[config.mk]
export PLATFORM = sky130hd
export DESIGN_NAME = bullet_ctrl_flat
export DESIGN_NICKNAME = d
export VERILOG_FILES = /design/src/rtl/tank_pkg.sv /design/src/rtl/bullet_ctrl_if.sv /design/src/rtl/bullet_spawn_calc.sv /design/src/rtl/bullet_ctrl.sv /design/src/flat_wrapper.sv
export SDC_FILE = /design/constraint.sdc
export NUM_CORES = 1
export LEC_CHECK = 0
export BUFFER_PORTS_ARGS = -buffer_cell sky130_fd_sc_hd__buf_2
export CAP_MARGIN = 30
export CORE_MARGIN = 10
export CORE_UTILIZATION = 25
export DETAILED_ROUTE_END_ITERATION = 6
export MAX_ROUTING_LAYER = met4
export SLEW_MARGIN = 20
export SYNTH_ARGS = -nofsm -noshare
export SYNTH_HDL_FRONTEND = slang
export SYNTH_SLANG_ARGS = --single-unit
[constraint.sdc]
create_clock -name clk_i -period 7.6 [get_ports clk_i]
set_clock_uncertainty 0.05 [all_clocks]
set_input_delay 0.38 -clock clk_i [delete_from_list [all_inputs] [get_ports clk_i]]
set_output_delay 0.38 -clock clk_i [all_outputs]
set_load 0.01 [all_outputs]
[src/rtl/tank_pkg.sv]
`default_nettype none
// ============================================================================
// tank_pkg : shared tank-game types (directions, block kinds, bullet states)
// Rev 1.0
// ============================================================================
package tank_pkg;

    typedef enum logic [1:0] {
        UP    = 2'd0,
        RIGHT = 2'd1,
        DOWN  = 2'd2,
        LEFT  = 2'd3
    } dir_e;

    typedef enum logic [1:0] {
        IDLE    = 2'd0,
        FLY     = 2'd1,
        EXPLODE = 2'd2
    } bullet_state_e;

    // Tile codes shared with the map renderer
    localparam logic [2:0] BRICK = 3'd0;
    localparam logic [2:0] WALL  = 3'd1;
    localparam logic [2:0] TREE  = 3'd2;
    localparam logic [2:0] WATER = 3'd3;
    localparam logic [2:0] AIR   = 3'd4;

endpackage
`default_nettype wire

[src/rtl/bullet_ctrl_if.sv]
`default_nettype none
// ============================================================================
// bullet_ctrl_if : tank/raster/map inputs and sprite/collide outputs of bullet_ctrl
// Rev 1.0
// ============================================================================
interface bullet_ctrl_if #(
    parameter int COLOR_BITS = 24
);
    import tank_pkg::*;

    logic                    fire_i;
    logic [9:0]              tank_x_i;
    logic [9:0]              tank_y_i;
    dir_e                    tank_dir_i;
    logic [9:0]              hpos_i;
    logic [9:0]              vpos_i;
    logic                    display_enable_i;
    logic                    all_hard_block_i;
    logic                    destroyable_block_i;
    logic                    bullet_collide_o;
    logic                    bullet_enable_o;
    logic                    bullet_active_o;
    logic                    exploding_o;
    logic [COLOR_BITS/3-1:0] bullet_blue_o;
    logic [COLOR_BITS/3-1:0] bullet_green_o;
    logic [COLOR_BITS/3-1:0] bullet_red_o;

    modport slave (
        input  fire_i, tank_x_i, tank_y_i, tank_dir_i,
        input  hpos_i, vpos_i, display_enable_i,
        input  all_hard_block_i, destroyable_block_i,
        output bullet_collide_o, bullet_enable_o, bullet_active_o, exploding_o,
        output bullet_blue_o, bullet_green_o, bullet_red_o
    );

    modport master (
        output fire_i, tank_x_i, tank_y_i, tank_dir_i,
        output hpos_i, vpos_i, display_enable_i,
        output all_hard_block_i, destroyable_block_i,
        input  bullet_collide_o, bullet_enable_o, bullet_active_o, exploding_o,
        input  bullet_blue_o, bullet_green_o, bullet_red_o
    );

endinterface
`default_nettype wire

[src/rtl/bullet_spawn_calc.sv]
`default_nettype none
// ============================================================================
// bullet_spawn_calc : spawn point in front of the tank, flags off-field spawns
// Rev 1.0
// ============================================================================
module bullet_spawn_calc
    import tank_pkg::*;
#(
    parameter int TANK_SIZE   = 32,
    parameter int BULLET_SIZE = 8
) (
    input  logic [9:0] tank_x,
    input  logic [9:0] tank_y,
    input  dir_e       dir,
    output logic [9:0] spawn_x,
    output logic [9:0] spawn_y,
    output logic       underflow
);

    localparam logic [9:0] CENTER_OFS = 10'(TANK_SIZE / 2 - BULLET_SIZE / 2);
    localparam logic [9:0] BSZ        = 10'(BULLET_SIZE);
    localparam logic [9:0] TSZ        = 10'(TANK_SIZE);

    always_comb begin
        spawn_x   = tank_x + CENTER_OFS;
        spawn_y   = tank_y + CENTER_OFS;
        underflow = 1'b0;
        case (dir)
            UP: begin
                spawn_y   = tank_y - BSZ;
                underflow = (tank_y < BSZ);
            end
            DOWN: begin
                spawn_y = tank_y + TSZ;
            end
            LEFT: begin
                spawn_x   = tank_x - BSZ;
                underflow = (tank_x < BSZ);
            end
            RIGHT: begin
                spawn_x = tank_x + TSZ;
            end
            default: begin
                underflow = 1'b1;
            end
        endcase
    end

endmodule
`default_nettype wire

[src/rtl/bullet_ctrl.sv]
`default_nettype none
// ============================================================================
// bullet_ctrl : single-bullet engine - spawn, per-frame flight, hit detect, explode
// Rev 1.0
// ============================================================================
module bullet_ctrl
    import tank_pkg::*;
#(
    parameter int                    COLOR_BITS     = 24,
    parameter int                    BULLET_SIZE    = 8,
    parameter int                    TANK_SIZE      = 32,
    parameter int                    SPEED          = 4,
    parameter int                    FRAME_TICK_V   = 480,
    parameter int                    EXPLODE_FRAMES = 8,
    parameter logic [COLOR_BITS-1:0] BULLET_RGB     = 24'hFFFFFF
) (
    input  logic         clk_i,
    input  logic         reset_ni,
    bullet_ctrl_if.slave bus
);

    localparam int                CH         = COLOR_BITS / 3;
    localparam int                CNT_W      = (EXPLODE_FRAMES > 1) ? $clog2(EXPLODE_FRAMES) : 1;
    localparam logic [10:0]       BOX_LAST   = 11'(BULLET_SIZE - 1);
    localparam logic [9:0]        SPD        = 10'(SPEED);
    localparam logic [9:0]        MOVE_LIMIT = 10'(1023 - BULLET_SIZE - SPEED);
    localparam logic [9:0]        TICK_V     = 10'(FRAME_TICK_V);
    localparam logic [CNT_W-1:0]  CNT_LOAD   = CNT_W'(EXPLODE_FRAMES - 1);

    bullet_state_e    state, state_nx;
    dir_e             dir, dir_nx;
    logic [9:0]       bx, by, bx_nx, by_nx;
    logic [CNT_W-1:0] cnt, cnt_nx;
    logic             fire_pend, hit;
    logic             frame_tick, in_box, hit_now;
    logic [9:0]       spawn_x, spawn_y;
    logic             spawn_uf;
    logic [10:0]      h11, v11, bx11, by11;

    bullet_spawn_calc #(
        .TANK_SIZE   (TANK_SIZE),
        .BULLET_SIZE (BULLET_SIZE)
    ) u_spawn (
        .tank_x    (bus.tank_x_i),
        .tank_y    (bus.tank_y_i),
        .dir       (bus.tank_dir_i),
        .spawn_x   (spawn_x),
        .spawn_y   (spawn_y),
        .underflow (spawn_uf)
    );

    assign frame_tick = (bus.vpos_i == TICK_V) && (bus.hpos_i == 10'd0);

    // 11-bit compare so a box near x/y=1023 does not wrap back to 0
    assign h11    = {1'b0, bus.hpos_i};
    assign v11    = {1'b0, bus.vpos_i};
    assign bx11   = {1'b0, bx};
    assign by11   = {1'b0, by};
    assign in_box = bus.display_enable_i
                 && (h11 >= bx11) && (h11 <= bx11 + BOX_LAST)
                 && (v11 >= by11) && (v11 <= by11 + BOX_LAST);

    assign hit_now = (state == FLY) && in_box && bus.all_hard_block_i;

    always_ff @(posedge clk_i or negedge reset_ni) begin
        if (!reset_ni) begin
            state     <= IDLE;
            dir       <= UP;
            bx        <= '0;
            by        <= '0;
            cnt       <= '0;
            fire_pend <= 1'b0;
            hit       <= 1'b0;
        end else begin
            state <= state_nx;
            dir   <= dir_nx;
            bx    <= bx_nx;
            by    <= by_nx;
            cnt   <= cnt_nx;
            if ((state == IDLE) && !frame_tick)
                fire_pend <= fire_pend | bus.fire_i;
            else
                fire_pend <= 1'b0;
            if (frame_tick)
                hit <= 1'b0;
            else if (hit_now)
                hit <= 1'b1;
        end
    end

    always_comb begin
        state_nx = state;
        dir_nx   = dir;
        bx_nx    = bx;
        by_nx    = by;
        cnt_nx   = cnt;
        if (frame_tick) begin
            case (state)
                IDLE: begin
                    if (fire_pend && !spawn_uf) begin
                        state_nx = FLY;
                        dir_nx   = bus.tank_dir_i;
                        bx_nx    = spawn_x;
                        by_nx    = spawn_y;
                    end
                end
                FLY: begin
                    // A hit seen on the tick pixel itself still wins over the move
                    if (hit || hit_now) begin
                        state_nx = EXPLODE;
                        cnt_nx   = CNT_LOAD;
                    end else begin
                        case (dir)
                            UP:      if (by < SPD)        state_nx = IDLE; else by_nx = by - SPD;
                            DOWN:    if (by > MOVE_LIMIT) state_nx = IDLE; else by_nx = by + SPD;
                            LEFT:    if (bx < SPD)        state_nx = IDLE; else bx_nx = bx - SPD;
                            RIGHT:   if (bx > MOVE_LIMIT) state_nx = IDLE; else bx_nx = bx + SPD;
                            default: state_nx = IDLE;
                        endcase
                    end
                end
                EXPLODE: begin
                    if (cnt == '0)
                        state_nx = IDLE;
                    else
                        cnt_nx = cnt - CNT_W'(1);
                end
                default: state_nx = IDLE;
            endcase
        end
    end

    assign bus.bullet_active_o  = (state == FLY);
    assign bus.exploding_o      = (state == EXPLODE);
    assign bus.bullet_enable_o  = in_box && (state != IDLE);
    assign bus.bullet_collide_o = in_box && bus.destroyable_block_i && (state == FLY);
    assign bus.bullet_blue_o    = bus.bullet_enable_o ? BULLET_RGB[3*CH-1:2*CH] : '0;
    assign bus.bullet_green_o   = bus.bullet_enable_o ? BULLET_RGB[2*CH-1:CH]   : '0;
    assign bus.bullet_red_o     = bus.bullet_enable_o ? BULLET_RGB[CH-1:0]      : '0;

endmodule
`default_nettype wire

[src/flat_wrapper.sv]
// flat-port wrapper written by rule: the top's interface ports become plain ports
module bullet_ctrl_flat import tank_pkg::*;
#(
    parameter int                    COLOR_BITS     = 24,
    parameter int                    BULLET_SIZE    = 8,
    parameter int                    TANK_SIZE      = 32,
    parameter int                    SPEED          = 4,
    parameter int                    FRAME_TICK_V   = 480,
    parameter int                    EXPLODE_FRAMES = 8,
    parameter logic [COLOR_BITS-1:0] BULLET_RGB     = 24'hFFFFFF
)
  (clk_i, reset_ni, bus_fire_i, bus_tank_x_i, bus_tank_y_i, bus_tank_dir_i, bus_hpos_i, bus_vpos_i, bus_display_enable_i, bus_all_hard_block_i, bus_destroyable_block_i, bus_bullet_collide_o, bus_bullet_enable_o, bus_bullet_active_o, bus_exploding_o, bus_bullet_blue_o, bus_bullet_green_o, bus_bullet_red_o);
  bullet_ctrl_if #(.COLOR_BITS(COLOR_BITS)) bus_i ();
  input  logic clk_i;
  input  logic reset_ni;
  input wire logic [$bits(bus_i.fire_i)-1:0] bus_fire_i;
  input wire logic [$bits(bus_i.tank_x_i)-1:0] bus_tank_x_i;
  input wire logic [$bits(bus_i.tank_y_i)-1:0] bus_tank_y_i;
  input wire logic [$bits(bus_i.tank_dir_i)-1:0] bus_tank_dir_i;
  input wire logic [$bits(bus_i.hpos_i)-1:0] bus_hpos_i;
  input wire logic [$bits(bus_i.vpos_i)-1:0] bus_vpos_i;
  input wire logic [$bits(bus_i.display_enable_i)-1:0] bus_display_enable_i;
  input wire logic [$bits(bus_i.all_hard_block_i)-1:0] bus_all_hard_block_i;
  input wire logic [$bits(bus_i.destroyable_block_i)-1:0] bus_destroyable_block_i;
  output wire logic [$bits(bus_i.bullet_collide_o)-1:0] bus_bullet_collide_o;
  output wire logic [$bits(bus_i.bullet_enable_o)-1:0] bus_bullet_enable_o;
  output wire logic [$bits(bus_i.bullet_active_o)-1:0] bus_bullet_active_o;
  output wire logic [$bits(bus_i.exploding_o)-1:0] bus_exploding_o;
  output wire logic [$bits(bus_i.bullet_blue_o)-1:0] bus_bullet_blue_o;
  output wire logic [$bits(bus_i.bullet_green_o)-1:0] bus_bullet_green_o;
  output wire logic [$bits(bus_i.bullet_red_o)-1:0] bus_bullet_red_o;
  assign bus_i.fire_i = bus_fire_i;
  assign bus_i.tank_x_i = bus_tank_x_i;
  assign bus_i.tank_y_i = bus_tank_y_i;
  assign bus_i.tank_dir_i = bus_tank_dir_i;
  assign bus_i.hpos_i = bus_hpos_i;
  assign bus_i.vpos_i = bus_vpos_i;
  assign bus_i.display_enable_i = bus_display_enable_i;
  assign bus_i.all_hard_block_i = bus_all_hard_block_i;
  assign bus_i.destroyable_block_i = bus_destroyable_block_i;
  assign bus_bullet_collide_o = bus_i.bullet_collide_o;
  assign bus_bullet_enable_o = bus_i.bullet_enable_o;
  assign bus_bullet_active_o = bus_i.bullet_active_o;
  assign bus_exploding_o = bus_i.exploding_o;
  assign bus_bullet_blue_o = bus_i.bullet_blue_o;
  assign bus_bullet_green_o = bus_i.bullet_green_o;
  assign bus_bullet_red_o = bus_i.bullet_red_o;
  bullet_ctrl #(.COLOR_BITS(COLOR_BITS), .BULLET_SIZE(BULLET_SIZE), .TANK_SIZE(TANK_SIZE), .SPEED(SPEED), .FRAME_TICK_V(FRAME_TICK_V), .EXPLODE_FRAMES(EXPLODE_FRAMES), .BULLET_RGB(BULLET_RGB)) u_core (.clk_i(clk_i), .reset_ni(reset_ni), .bus(bus_i));
endmodule
==> impl_metrics.json, run 1 <==
{
  "antenna_found_initial": 6,
  "fmax_ghz": 0.2194,
  "period_share_pct": 59.96,
  "initial_core_util_pct": 25.31,
  "hpwl_um": 10020,
  "post_cts_buffers": 0,
  "dpl_cell_area_um2": 4736,
  "cp-end-kind": "primary output",
  "power.switching_mw": 0.1213,
  "die_area_um2": 23060,
  "r2r-end": "u_core.bx[3]",
  "reg2reg_slack_ns": 3.49,
  "clk_latency_ns": 0.27,
  "rsz0062_at_grt": "no",
  "final_cells": 823,
  "routed_wl_um": 12050,
  "whs_ns": 0.09328,
  "grt_pass1_wl_um": 19990,
  "track_usage_pct": 10.40,
  "synth_enable_flop_cells": 0,
  "ctsHoldBuffers": 0,
  "viasPerCell": 4.908,
  "wire_per_inst_um": 14.64,
  "hold_viol": 0,
  "tns_ns": 0,
  "portBuffers": 75,
  "h-tree-depth": 2,
  "slew_headroom_pct": 38.73,
  "p_leak_nw": 2.193,
  "grt_max_degree": 36,
  "cts_made_buffers": 5,
  "maxCapViolations": 0,
  "min_path_type": "input pin to async pin",
  "path_class": "register to primary output",
  "ys_top_cells_by_area": "ha_1, dfrtp_1, a21oi_1",
  "p_clk_share_pct": 42.8,
  "ys_types": 68,
  "cp-start-kind": "register",
  "maxSlewViolCount": 0,
  "worst_slew_pin_slew_ns": 0.9174,
  "drive_gt1_share_pct": 15.88,
  "clockBufferDepth": 2,
  "ctsRootBufferMaster": "clkbuf_16",
  "fin_nets": 714,
  "grt_pass1_vias": 3939,
  "crit_arrival_ns": 4.13,
  "vias": 4039,
  "synth_ff_type": "dfrtp_1",
  "gp_congestion": 0.8788,
  "drc": 0,
  "synth_area_um2": 4347,
  "synth_top_area_cell": "ha_1",
  "syn-instance-count": 556,
  "ys_seq_area_share_pct": 16.70,
  "grt_overflow_total": 0,
  "fin_area_um2": 4896,
  "dp.cells": 810,
  "ctsResizeCount": 0,
  "netlist.area_leader.share_pct": 21.30,
  "seqPwrFrac_pct": 34.6,
  "power.total_mw": 0.4471,
  "ant_nets": 0,
  "syn_area_per_cell_um2": 7.818,
  "status": "finished clean",
  "rows": 48,
  "syn_nets": 678,
  "cts_tree": "built",
  "synthArstFlopShare_pct": 100.0,
  "synth_warnings": 0,
  "boundaryPins": 76,
  "dieWidth_um": 151.9,
  "setup_viol": 0,
  "drt_pass1_iterations": 4,
  "r2r_cells": 12,
  "dieHeight_um": 151.9,
  "area_growth_pct": 12.64,
  "cp.required_ns": 7.17,
  "coreArea_um2": 17180,
  "synth-seq-cells": 29,
  "ir_drop_uv": 67.91,
  "p_int_mw": 0.3257,
  "swShare_pct": 27.14,
  "cts_sinks": 29,
  "cp_max_fo": 25,
  "period_minus_slack_ns": 4.557,
  "clk_pin_slew_worst_paths_ns": 0.05,
  "reg2reg_from": "u_core.by[4]",
  "p_per_area_nw_per_um2": 91.31,
  "drt_iter0_drc": 261,
  "p_comb_share_pct": 22.6
}
==> synth_stat cells (3+ instances only) <==
| master | count |
|---|---|
| a211oi_1 | 3 |
| a21o_1 | 11 |
| a21oi_1 | 47 |
| a22oi_1 | 4 |
| a31oi_1 | 7 |
| a32o_1 | 3 |
| and2_1 | 4 |
| buf_4 | 24 |
| clkbuf_1 | 21 |
| dfrtp_1 | 29 |
| ha_1 | 74 |
| inv_1 | 45 |
| mux2_2 | 5 |
| mux2i_1 | 3 |
| nand2_1 | 40 |
| nand2b_1 | 4 |
| nand3_1 | 22 |
| nand4_1 | 5 |
| nor2_1 | 33 |
| nor2b_1 | 11 |
| nor3_1 | 16 |
| nor4_1 | 4 |
| o2111ai_1 | 4 |
| o211ai_1 | 6 |
| o21a_1 | 3 |
| o21ai_0 | 23 |
| o21ai_1 | 4 |
| o22a_1 | 5 |
| o22ai_1 | 8 |
| o31ai_1 | 3 |
| or3_1 | 7 |
| or4_1 | 3 |
| xnor2_1 | 25 |
| xor2_1 | 5 |
==> kinds of logic (layout without fill, tap and decap cells) <==
kind of cell    after synthesis  after routing  synth area share, %
buf+inv                      93            129                10.30
compound gates              160            160                24.61
flops                        29             29                16.70
mux                           8              8                1.986
simple gates                162            162                19.06
fa+ha+maj                    74             74                21.30
xor+xnor                     30             30                6.045
other cells                   0              6                    0
==> worst max-delay path by stage <==
stage	startpoint	endpoint	cells after the start
floorplan	u_core.bx[2]	bus_bullet_blue_o[0]	14
global placement	u_core.bx[2]	bus_bullet_blue_o[1]	13
detailed placement	u_core.bx[2]	bus_bullet_blue_o[3]	13
CTS	u_core.bx[2]	bus_bullet_blue_o[3]	13
global route	u_core.bx[2]	bus_bullet_red_o[0]	13
finish	u_core.bx[2]	bus_bullet_blue_o[3]	13
==> power by group through the flow <==
| stage | logic (mW) | registers (mW) | clock network (mW) |
|---|---|---|---|
| 2_1_floorplan | 0.0636 | 0.157 | 0 |
| 3_3_place_gp | 0.100 | 0.157 | 0 |
| 3_5_place_dp | 0.102 | 0.157 | 0 |
| 4_1_cts | 0.102 | 0.155 | 0.195 |
| 5_1_grt | 0.117 | 0.155 | 0.204 |
| 6_report | 0.101 | 0.155 | 0.191 |
==> metal layers <==
layer | share of wire [%] | wire (µm) | up-vias | track usage, %
met2 | 40 | 4809 | 102 | 14.57
li1 | - | - | 2078 | -
met5 | 0 | 0 | - | -
met4 | 1.6 | 187 | 0 | 2.613
met3 | 8.3 | 998 | 15 | 3.867
met1 | 50 | 6055 | 1844 | 13.74
==> state kept, by name, summed over array words and instances, names as in the netlist <==
name	cells
u_core.hit	1
u_core.dir	2
u_core.cnt	3
u_core.fire_pend	1
u_core.state	2
u_core.bx	10
u_core.by	10
==> cell type report <==
cell class              count  area, µm²
fillers                  1866      12280
repair buffers             76      382.9
diodes                      6      15.01
well taps                 225      281.5
multi-input cells         434       3176
inverters                  46      172.7
clock buffers               7      142.6
flip-flops and latches     29      725.7
==> cell usage in the layout (no fill, tap or decap), drive strengths merged, types with 6 or more instances in the layout <==
cell type | netlist | layout
xnor2 | 25 | 25
buf | 26 | 76
a21o | 11 | 11
or3 | 7 | 7
a21oi | 47 | 47
inv | 45 | 45
ha | 74 | 74
nand2 | 40 | 40
clkbuf | 21 | 7
nand3 | 22 | 22
o21ai | 27 | 27
o22ai | 8 | 8
diode | 0 | 6
nor2 | 33 | 33
nor2b | 11 | 11
a31oi | 7 | 7
nor3 | 16 | 16
dfrtp | 29 | 29
o211ai | 6 | 6
==> critical path, cell delays in order, from the launching register on <==
cell	delay [ns]
dfrtp_1	0.49
inv_1	0.17
ha_1	0.22
a21oi_1	0.32
nor2b_1	0.11
xnor2_1	0.14
ha_1	0.29
a21o_1	0.18
a21oi_1	0.18
or3b_1	0.36
o221ai_1	0.20
and4b_1	0.38
nor2b_2	0.58
buf_2	0.25
==> stage by stage <==
stage / util (%) / worst slack, ns
5_1_grt: 28.50 / 2.593
4_1_cts: 28.40 / 2.659
2_1_floorplan: - / 3.133
3_5_place_dp: 27.57 / 2.979
3_3_place_gp: 27.57 / 3.117
6_report: 28.50 / 3.043
(Power assumes the default switching activity.)
==> inputs of run 2 (changes only) <==
==> constraint.sdc (replaced) <==
create_clock -name clk_i -period 3.7 [get_ports clk_i]
set_clock_uncertainty 0.05 [all_clocks]
set_input_delay 0.185 -clock clk_i [delete_from_list [all_inputs] [get_ports clk_i]]
set_output_delay 0.185 -clock clk_i [all_outputs]
set_load 0.01 [all_outputs]
==> run 2 against run 1 <==
Effect of this change: via count is 3.2% higher; combinational power grew 120%; cell area is 9.0% higher; sequential share of layout area is 1.1 points lower; die area unchanged; final cell count is 4.3% higher; first-iteration DRC count is 7.7% lower; wire length rose by 6.6%; largest power group unchanged; sequential cell count did not move; critical endpoint is now u_core.by[7]; critical path depth up 4.
==> impl_metrics.json, run 2 (same netlist as run 1, synthesis figures left out) <==
{
  "hold_path.startpoint": "bus_tank_y_i[1]",
  "p_leak_nw": 2.361,
  "path_class": "register to register",
  "status": "finished clean",
  "grt_pass1_vias": 3929,
  "reg2reg_from": "u_core.by[0]",
  "ir_drop_uv": 164.6,
  "clockBufferDepth": 2,
  "hpwl_um": 10360,
  "min_path_type": "input pin to register",
  "fmax_ghz": 0.2784,
  "drt_iter0_drc": 241,
  "wire_per_inst_um": 14.97,
  "clk_pin_slew_worst_paths_ns": 0.05,
  "period_share_pct": 97.08,
  "layout_commonest_cell": "ha_1",
  "power.total_mw": 0.9283,
  "use_met2_pct": 15.59,
  "portBuffers": 75,
  "ant_nets": 0,
  "setup_viol": 0,
  "maxCapViolations": 0,
  "grtUsageMet3_pct": 3.331,
  "routed_wl_um": 12840,
  "dieHeight_um": 151.9,
  "drive_gt1_share_pct": 24.24,
  "h-tree-depth": 2,
  "cts_tree": "built",
  "largestRegisters": "u_core.bx x10, u_core.by x10, u_core.cnt x3",
  "crit_arrival_ns": 3.71,
  "vias": 4167,
  "antenna_found_initial": 6,
  "final.setup.worst_slack_ns": 0.1081,
  "p_per_area_nw_per_um2": 174.0,
  "track_usage_pct": 10.68,
  "viasPerCell": 4.857,
  "slew_headroom_pct": 53.15,
  "coreArea_um2": 17180,
  "critical_path.max_stage_delay_ns": 0.43,
  "cp-start-kind": "register",
  "dpl_cell_area_um2": 4901,
  "worst_slew_pin_slew_ns": 0.7027,
  "path_cells": "inv_2 -> ha_2 -> nor2b_2 -> o21a_1 -> nand2_1 -> xnor2_2 -> ha_1 -> a21o_1 -> a21oi_2 -> a221oi_1 -> a21oi_1 -> and4b_2 -> buf_12 -> a2111o_1 -> buf_4 -> buf_4 -> o22a_1",
  "use_met1_pct": 14.39,
  "grt_max_degree": 30,
  "hold_viol": 0,
  "grt_overflow_total": 0,
  "rows": 48,
  "cp.required_ns": 3.81,
  "layout_common_cells": "ha_1, buf_2, a21oi_1, inv_1, nand2_1",
  "clk_latency_ns": 0.28,
  "fin_nets": 748,
  "drt_pass1_iterations": 4,
  "cp_max_fo": 10,
  "initial_core_util_pct": 25.31,
  "fin_area_um2": 5336,
  "preCtsSetupSlack_ns": 0.09879,
  "die_area_um2": 23060,
  "cp_common_cell": "buf_4",
  "ctsRootBufferMaster": "clkbuf_16",
  "cp-end-kind": "register",
  "gp_congestion": 0.8414,
  "crit_start": "u_core.by[0]",
  "dieWidth_um": 151.9,
  "boundaryPins": 76,
  "critPathSlowestCell": "dfrtp_1",
  "area_growth_pct": 22.77,
  "rsz0062_at_grt": "yes",
  "cts_sinks": 29,
  "drc": 0,
  "maxSlewViolCount": 0,
  "cts_made_buffers": 5,
  "busiest_layer": "met2",
  "period_minus_slack_ns": 3.592,
  "grt_pass1_wl_um": 20460
}
run 2: power breakdown:
group / switching, mW / total [mW] / leakage, nW / internal (mW)
Sequential: 0.00000257 / 0.318 / 0.346 / 0.318
Clock: 0.144 / 0.390 / 0.0707 / 0.246
Combinational: 0.124 / 0.221 / 1.94 / 0.0971
Total: 0.267 / 0.928 / 2.36 / 0.661
run 2: final timing paths:
| path | endpoint | cells past startpoint | slack (ns) |
|---|---|---|---|
| max reg2reg | u_core.by[7] | 17 | 0.11 |
| min reg2reg | u_core.cnt[1] | 1 | 0.46 |
| max | u_core.by[7] | 17 | 0.11 |
| min in group asynchronous | u_core.bx[7] | 2 | 0.45 |
| min | u_core.by[1] | 3 | 0.10 |
| max in group asynchronous | u_core.by[3] | 2 | 2.65 |
run 2: what timing repair did:
action	4_1_cts	5_1_grt
endpoints found under the setup margin	26	42
cloned	2	1
hold endpoints to repair	29	0
hold buffers	1	0
resized for setup	3	38
pin swaps	1	8
buffers inserted	0	9
run 2: cell type report:
type,count,area (µm²)
antenna,6,15.01
clock buffer,6,128.9
clock inverter,2,10.01
fill,1865,11840
inverter,46,175.2
multi-input combinational,437,3294
sequential,29,730.7
tap,225,281.5
timing repair buffer,107,700.7
run 2: through the flow:
step	cells	utilization [%]	hold WS, ns	setup TNS, ns
floorplan	556	-	-0.1606	0
global placement	831	28.53	0.2312	0
detailed placement	831	28.53	0.2324	0
CTS	842	29.54	0.1003	0
global route	858	31.07	0.1152	-0.1693
finish	858	31.07	0.1005	0
run 2: worst max-delay path: cells and delay by family, from the launching register on:
kind                     cells  cell delay (ns)
adder cells (fa/ha/maj)      2             0.50
flip-flops                   1             0.43
XOR/XNOR                     1             0.15
buffers and inverters        4             0.53
AO/OA/AOI/OAI                7             1.30
AND/OR/NAND/NOR              3             0.51
run 2: routing by layer:
metal / vias up / share of wire [%]
li1: 2155 / -
met1: 1908 / 50
met2: 97 / 42
met3: 7 / 7.5
met4: 0 / 0.58
met5: - / 0
